File: src/rtl/sim_phase_sequencer.sv
// sim_phase_sequencer: one FSM for the whole simulation timeline.
// It first walks the nest, sugar patch and ant setup items over a req/ack
// handshake with the initializer. It then raster-sweeps the grid to drive
// environment and ant updates. Between sweeps it can pause, single-step or
// wait for a programmable number of cycles.
module sim_phase_sequencer #(
  parameter int X_bits         = 8,
  parameter int Y_bits         = 8,
  parameter int X_MAX          = 159,
  parameter int Y_MAX          = 119,
  parameter int NEST_num       = 2,
  parameter int SUGARPATCH_num = 4,
  parameter int ANT_num        = 16,
  parameter int SLOW_bits      = 23,
  localparam int NEST_W  = (NEST_num > 1) ? $clog2(NEST_num) : 1,
  localparam int PATCH_W = (SUGARPATCH_num > 1) ? $clog2(SUGARPATCH_num) : 1,
  localparam int ANT_W   = (ANT_num > 1) ? $clog2(ANT_num) : 1
) (
  input  logic                 CLOCK_50,
  input  logic                 RESET_SIM_N,
  input  logic                 start,
  input  logic                 pause,
  input  logic                 step,
  input  logic [SLOW_bits-1:0] speed_factor,
  input  logic                 setup_ack,
  output logic                 SETUP_MODE,
  output logic                 setup_req,
  output logic [NEST_W-1:0]    nest_id,
  output logic [PATCH_W-1:0]   patch_id,
  output logic [ANT_W-1:0]     ant_id,
  output logic [X_bits-1:0]    writeLoc_x,
  output logic [Y_bits-1:0]    writeLoc_y,
  output logic [X_bits-1:0]    viewLoc_x,
  output logic [Y_bits-1:0]    viewLoc_y,
  output logic                 write_flag,
  output logic                 sweep_done,
  output logic [15:0]          generation,
  output logic [2:0]           state_o
);

  typedef enum logic [2:0] {
    S_IDLE        = 3'd0,
    S_SETUP_NEST  = 3'd1,
    S_SETUP_PATCH = 3'd2,
    S_SETUP_ANT   = 3'd3,
    S_RUN_SWEEP   = 3'd4,
    S_RUN_WAIT    = 3'd5,
    S_PAUSED      = 3'd6
  } state_e;

  localparam logic [NEST_W-1:0]  NEST_LAST  = NEST_W'(NEST_num - 1);
  localparam logic [PATCH_W-1:0] PATCH_LAST = PATCH_W'(SUGARPATCH_num - 1);
  localparam logic [ANT_W-1:0]   ANT_LAST   = ANT_W'(ANT_num - 1);
  localparam logic [X_bits-1:0]  X_LAST     = X_bits'(X_MAX);
  localparam logic [Y_bits-1:0]  Y_LAST     = Y_bits'(Y_MAX);

  state_e               state_q, state_d;
  logic [NEST_W-1:0]    nest_q, nest_d;
  logic [PATCH_W-1:0]   patch_q, patch_d;
  logic [ANT_W-1:0]     ant_q, ant_d;
  logic [X_bits-1:0]    x_q, x_d;
  logic [Y_bits-1:0]    y_q, y_d;
  logic [15:0]          gen_q, gen_d;
  logic [SLOW_bits-1:0] wait_q, wait_d;
  logic                 step_sweep_q, step_sweep_d;

  logic [X_bits-1:0]    succ_x;
  logic [Y_bits-1:0]    succ_y;
  logic                 last_loc;

  // Raster successor of the write location; it doubles as the view lookahead.
  always_comb begin
    last_loc = (x_q == X_LAST) && (y_q == Y_LAST);
    if (x_q == X_LAST) begin
      succ_x = '0;
      succ_y = (y_q == Y_LAST) ? '0 : y_q + Y_bits'(1);
    end else begin
      succ_x = x_q + X_bits'(1);
      succ_y = y_q;
    end
  end

  // Next-state logic for the phase FSM, the setup ids, the raster and the counters.
  always_comb begin
    // NOTE: every *_d gets its hold value first, so paths that leave a
    // signal unassigned keep the register value instead of inferring a latch.
    state_d      = state_q;
    nest_d       = nest_q;
    patch_d      = patch_q;
    ant_d        = ant_q;
    x_d          = x_q;
    y_d          = y_q;
    gen_d        = gen_q;
    wait_d       = wait_q;
    step_sweep_d = step_sweep_q;

    unique case (state_q)
      S_IDLE: begin
        if (start) state_d = S_SETUP_NEST;
      end
      S_SETUP_NEST: begin
        if (setup_ack) begin
          if (nest_q == NEST_LAST) begin
            nest_d  = '0;
            state_d = S_SETUP_PATCH;
          end else begin
            nest_d = nest_q + NEST_W'(1);
          end
        end
      end
      S_SETUP_PATCH: begin
        if (setup_ack) begin
          if (patch_q == PATCH_LAST) begin
            patch_d = '0;
            state_d = S_SETUP_ANT;
          end else begin
            patch_d = patch_q + PATCH_W'(1);
          end
        end
      end
      S_SETUP_ANT: begin
        if (setup_ack) begin
          if (ant_q == ANT_LAST) begin
            ant_d   = '0;
            state_d = S_RUN_SWEEP;
          end else begin
            ant_d = ant_q + ANT_W'(1);
          end
        end
      end
      S_RUN_SWEEP: begin
        x_d = succ_x;
        y_d = succ_y;
        if (last_loc) begin
          gen_d        = gen_q + 16'd1;
          step_sweep_d = 1'b0;
          wait_d       = speed_factor;
          // A step sweep always parks in PAUSED, whatever pause is doing.
          if (pause || step_sweep_q)  state_d = S_PAUSED;
          else if (speed_factor == '0) state_d = S_RUN_SWEEP;
          else                         state_d = S_RUN_WAIT;
        end
      end
      S_RUN_WAIT: begin
        // A count of N gives exactly N idle cycles; 0 gives one cycle on the way out of PAUSED.
        if (pause)                           state_d = S_PAUSED;
        else if (wait_q <= SLOW_bits'(1))    state_d = S_RUN_SWEEP;
        else                                 wait_d  = wait_q - SLOW_bits'(1);
      end
      S_PAUSED: begin
        if (step) begin
          step_sweep_d = 1'b1;
          state_d      = S_RUN_SWEEP;
        end else if (!pause) begin
          wait_d  = '0;
          state_d = S_RUN_WAIT;
        end
      end
      default: state_d = S_IDLE;
    endcase
  end

  // State and datapath registers, cleared asynchronously.
  always_ff @(posedge CLOCK_50 or negedge RESET_SIM_N) begin
    if (!RESET_SIM_N) begin
      state_q      <= S_IDLE;
      nest_q       <= '0;
      patch_q      <= '0;
      ant_q        <= '0;
      x_q          <= '0;
      y_q          <= '0;
      gen_q        <= '0;
      wait_q       <= '0;
      step_sweep_q <= 1'b0;
    end else begin
      // NOTE: non-blocking assignments so every register samples the
      // pre-edge value of the others, independent of statement order.
      state_q      <= state_d;
      nest_q       <= nest_d;
      patch_q      <= patch_d;
      ant_q        <= ant_d;
      x_q          <= x_d;
      y_q          <= y_d;
      gen_q        <= gen_d;
      wait_q       <= wait_d;
      step_sweep_q <= step_sweep_d;
    end
  end

  // Outputs decode straight from registers, so reset reaches them without an edge.
  assign setup_req  = (state_q == S_SETUP_NEST) || (state_q == S_SETUP_PATCH) ||
                      (state_q == S_SETUP_ANT);
  assign SETUP_MODE = setup_req || (state_q == S_IDLE);
  assign write_flag = (state_q == S_RUN_SWEEP);
  assign sweep_done = write_flag && last_loc;
  assign nest_id    = nest_q;
  assign patch_id   = patch_q;
  assign ant_id     = ant_q;
  assign writeLoc_x = x_q;
  assign writeLoc_y = y_q;
  assign viewLoc_x  = succ_x;
  assign viewLoc_y  = succ_y;
  assign generation = gen_q;
  assign state_o    = state_q;

endmodule

File: config.mk
export PLATFORM = sky130hd
export DESIGN_NAME = sim_phase_sequencer
export DESIGN_NICKNAME = d
export VERILOG_FILES = /design/src/rtl/sim_phase_sequencer.sv
export SDC_FILE = /design/constraint.sdc
export NUM_CORES = 1
export LEC_CHECK = 0
export ABC_CLOCK_PERIOD_IN_PS = 6550
export CORE_ASPECT_RATIO = 0.6
export CORE_MARGIN = 8
export CORE_UTILIZATION = 54
export DETAILED_ROUTE_END_ITERATION = 8
export GPL_ROUTABILITY_DRIVEN = 0
export HOLD_SLACK_MARGIN = 0.12
export PLACE_DENSITY = 0.86
export SYNTH_ARGS = -nofsm -noshare
export SYNTH_HDL_FRONTEND = slang
export SYNTH_SLANG_ARGS = --single-unit
export TNS_END_PERCENT = 50
File: constraint.sdc
create_clock -name CLOCK_50 -period 6.55 [get_ports CLOCK_50]
set_input_delay 0.9825 -clock CLOCK_50 [delete_from_list [all_inputs] [get_ports CLOCK_50]]
set_output_delay 0.9825 -clock CLOCK_50 [all_outputs]
set_load 0.05 [all_outputs]
-- Word level (Yosys, flattened, before mapping)
Index checks and enable logic that the tools add are counted.
- output and inout port bits: 62
- input port bits: 29
- flip-flop bits (word level): 66
- reduce and logical (&&, ||, !) cells: 17
- order comparisons: 1
- muxes and demuxes: 30
- $add $sub $neg: 7
- eq/ne operators: 25
- operator list (kind ; count):
    $mux W23 ; 5
    $pmux W23 S3 ; 1
    $mux W3 ; 12
    $mux W8 ; 3
    $ne A2 B2 Y1 const B ; 12
    $le A23 B1 Y1 const B ; 1
    $logic_not A23 Y1 ; 1
    $sub A23 B1 Y23 const B ; 1
    $pmux W3 S7 ; 1
    $add A16 B1 Y16 const B ; 1
    $add A8 B1 Y8 const B ; 2
    $reduce_and A10 Y1 ; 1
    $eq A3 B3 Y1 const B ; 3
    $eq A8 B7 Y1 const B ; 1
    $eq A8 B8 Y1 const B ; 1
    $reduce_and A2 Y1 ; 4
    $eq A3 B2 Y1 const B ; 2
    $ne A3 B3 Y1 const B ; 2
    $reduce_and A6 Y1 ; 1
    $add A4 B1 Y4 const B ; 1
    $eq A4 B4 Y1 const B ; 1
    $logic_or A1 B1 Y1 ; 4
    $mux W1 ; 4
    $mux W2 ; 2
    other kinds (12) ; 13

-- Depth between registers and ports, before layout
- word-level depth: 5
- depth in mapped cells: 10
- depth with buffers taken out: 8

-- Least setup slack after synthesis
OpenSTA, ideal clock, no wires.
- kind: flip-flop to output port
- start point: reg x_q[0], in the netlist writeLoc_x[0]
- end point: out viewLoc_y[6]
- setup slack: 2317 ps
- buffers on the path: 1
- data arrival time: 3250 ps
- stages on the path, launching flop included: 7
- data required time: 5568 ps
- cells stage by stage: dfrtp_1 -> ha_1 -> nand4_1 -> nor2_1 -> clkbuf_1 -> nand4_1 -> o31ai_1
- word-level cells in the longest chain between the ends: 2
- ends and longest elaborated chain (item ; line ; source):
    from (decl) ; 61 ; logic [X_bits-1:0] x_q, x_d;
    from (signal assigned) ; 170 ; x_q <= '0;
    from (signal assigned) ; 182 ; x_q <= x_d;
    $eq A8 B8 Y1 ; 74 ; if (x_q == X_LAST) begin
    $mux W8 ; 74 ;
    to (decl) ; 34 ; output logic [Y_bits-1:0] viewLoc_y,
Every way passes these cells.

-- Worst setup path in the final report
Same ends and word-level chain as after synthesis.

==> run_results.csv <==
group,metric,value,unit
power,leakagePower,0.00214,uW
min_path,hold_start,"generation[15]",
timing,rsz0062_at_grt,"false",
floorplan,num_io_pins,91,
synthesis,async_flop_share,100,%
detailed_routing,antenna_left,0,
critical_path,r2r_end,"generation[13]",
synthesis,syn_inst,441,
global_route,grt_max_degree,67,
critical_path,crit_start,"writeLoc_x[0]",
synthesis,synth_largest_area_cell,"dfrtp_1",
synthesis,yosys.area.top_type_share,42.5,%
detailed_routing,initialDrtViolationCount,436,
critical_path,crit_fanout,12,
floorplan,initial_utilization,54.7,%
synthesis,synth-simple-area-share,21.8,%
critical_path,ff2ff_path_depth,8,
power,power.density,183,mW/mm^2
timing,tns,0,ps
timing,clock_skew,6.61,ps
critical_path,worstPathArrival,3650,ps
synthesis,synthFlopType,"dfrtp_1",
global_route,antenna_found_initial,0,
detailed_routing,wirelength,10.7,mm
clocking,cts.sinks,66,
finish,drive_gt1_share,6.44,%
finish,fin_util,71.5,%
synthesis,synth_top_family_by_area,"simple AND/OR/NAND/NOR gates",
clocking,insertion_delay,340,ps
clocking,path_clk_slew,50,ps
clocking,post-cts-setup-buffers,0,
synthesis,synthMuxAreaShare,3.15,%
place,placedCellCount,603,
synthesis,synth_edf_count,0,
synthesis,avgSynthCellArea,8.82,sq um
timing,setup_viol,0,
finish,final_area,0.00509,sq mm
clocking,cts_buffer_depth,2,
detailed_routing,via_count,3787,
finish,syn2layout_area_growth,30.9,%
clocking,cts_resized,0,
synthesis,synth_nets,477,
finish,fin_nets,559,
detailed_routing,dr.pass1.iters,6,
synthesis,synth_xor_area_share,6.98,%
critical_path,r2r_slack,3350,ps
critical_path,crit_path_end_kind,"primary output",
min_path,hp-class,"flop to flop",
floorplan,die_width,126,um
timing,fin_crit,4640,ps
clocking,cts_hold_buf,0,
global_route,track_usage,21.1,%
synthesis,syn_area,0.00389,sq mm
detailed_routing,via_per_inst,6.12,
min_path,worstHoldPathCells,1,
place,post_dp_cell_area,0.00480,sq mm
timing,drv_slew,0,
detailed_routing,drt-wirelength-per-cell,17.3,um
power,power,930,uW
power,ir_drop,0.188,mV
synthesis,ys_ff_latch,66,
synthesis,ys.warnings.count,0,
global_route,grt_first_pass_wirelength,17.6,mm
timing,period_share,70.8,%
finish,final_cell_count_no_fill,619,
place,io_buffers,90,
synthesis,synth_fa_ha_area_share,2.25,%
critical_path,r2r_start,"state_o[1]",
timing,finalHoldViolCount,0,
min_path,worstHoldEndpoint,"generation[15]",
critical_path,worstSetupPathType,"flop to primary output",
clocking,cts_max_level,3,
run_status,outcome,"finished, final reports clean",
finish,final_common_cell,"clkdlybuf4s50_1",
synthesis,synth_compound_area_share,18.9,%
clocking,cts_tree,"done",
floorplan,die_h,81.7,um
clocking,clockRootBuffer,"clkbuf_16",
floorplan,dieArea,0.0103,sq mm
global_route,grt_pass1_vias,3450,
finish,mostFrequentLayoutCells,"clkdlybuf4s50_1, dfrtp_1, nor2_1",
place,hpwl,7.63,mm
finish,fill_cells,541,
timing,slew_headroom,17.2,%
detailed_routing,post-route-drc-count,0,
timing,worst_pin_slew,1230,ps
floorplan,core,0.00712,sq mm
finish,n_antenna_cell,0,
critical_path,worstSetupStartpointType,"flop",
critical_path,worstPathRequired,5570,ps
synthesis,synthDistinctLibCells,53,
timing,timing.fmax,216,MHz
floorplan,rows,24,
run,max_cap_violations,0,
global_route,overflow,0,
synthesis,ys_seq_area_share,42.5,%
clocking,cts_buffers,9,
synthesis,synthTopCellsByArea,"dfrtp_1, xnor2_1, nor2_1, o21ai_1, a21oi_1",
-- cells in the mapped netlist (all sizes together) (3+ instances only) --
master / instances
o31ai: 4
nand2: 35
a32oi: 7
nand3: 18
or3: 3
nor2b: 3
a31oi: 6
buf: 11
nor4: 14
nand4: 11
nor3: 16
clkbuf: 12
nand2b: 3
xor2: 11
xnor2: 20
nor2: 46
ha: 7
and3: 4
mux2: 10
a21oi: 27
o21ai: 58
dfrtp: 66
and4: 3
and2: 4
inv: 11
a22oi: 5
-- per-stage QoR --
stage,hold WS [ps],worst slack (ps)
after floorplan,459,2320
after global placement,454,2500
after detailed placement,463,2320
after CTS,472,1930
after global routing,483,1630
final,464,1910
-- routing by layer --
metal,GRT usage [%],wire [um],vias to the layer above
met5,0,0,-
met4,6.03,114,0
met3,7.65,1020,16
met2,32.2,4790,185
met1,27.9,4800,1805
li1,-,-,1781
-- flip-flops by register name, summed over array words and instances, names as in the netlist --
register	count
wait_q	23
generation	16
writeLoc_x	8
writeLoc_y	8
ant_id	4
state_o	3
patch_id	2
nest_id	1
step_sweep_q	1
-- power breakdown --
part / switching, uW / internal [uW] / total [uW]
clock: 182 / 292 / 473
combinational: 24.0 / 22.2 / 46.2
sequential: 1.49 / 409 / 411
total: 207 / 723 / 930
-- worst max-delay path, stage by stage (launching register included) --
cell             delay, ps
dfrtp_1                450
ha_1                   280
nand4_1                350
nor2_1                 740
nand2_1                220
or3_1                  420
nand2_1                 80
o31ai_1                 70
clkdlybuf4s50_1        710
-- layout make-up --
| class | instances | area (sq um) | share of cell area, % |
|---|---|---|---|
| clock buffer | 10 | 229 | 4.50 |
| multi-input combinational | 340 | 2070 | 40.6 |
| clock inverter | 6 | 57.6 | 1.13 |
| inverter | 12 | 45.0 | 0.885 |
| timing repair buffer | 94 | 926 | 18.2 |
| sequential | 66 | 1650 | 32.4 |
| tap | 91 | 114 | 2.24 |
-- cells by family (layout without fill, tap and decap cells) --
family,count (synthesis),count (layout)
DFF,66,66
xor gates and xnor gates,31,31
buffers and inverters,35,122
and+or+nand+nor,167,167
AOI/OAI and AO/OA,124,124
muxes,11,11
adders and majority gates,7,7
-- worst max path at each step --
| stage | end |
|---|---|
| CTS | viewLoc_y[6] |
| floorplan | viewLoc_y[6] |
| global route | viewLoc_y[6] |
| global placement | viewLoc_y[6] |
| finish | viewLoc_y[6] |
| detailed placement | viewLoc_y[6] |
No activity file was read; power rests on OpenSTA's default activity.
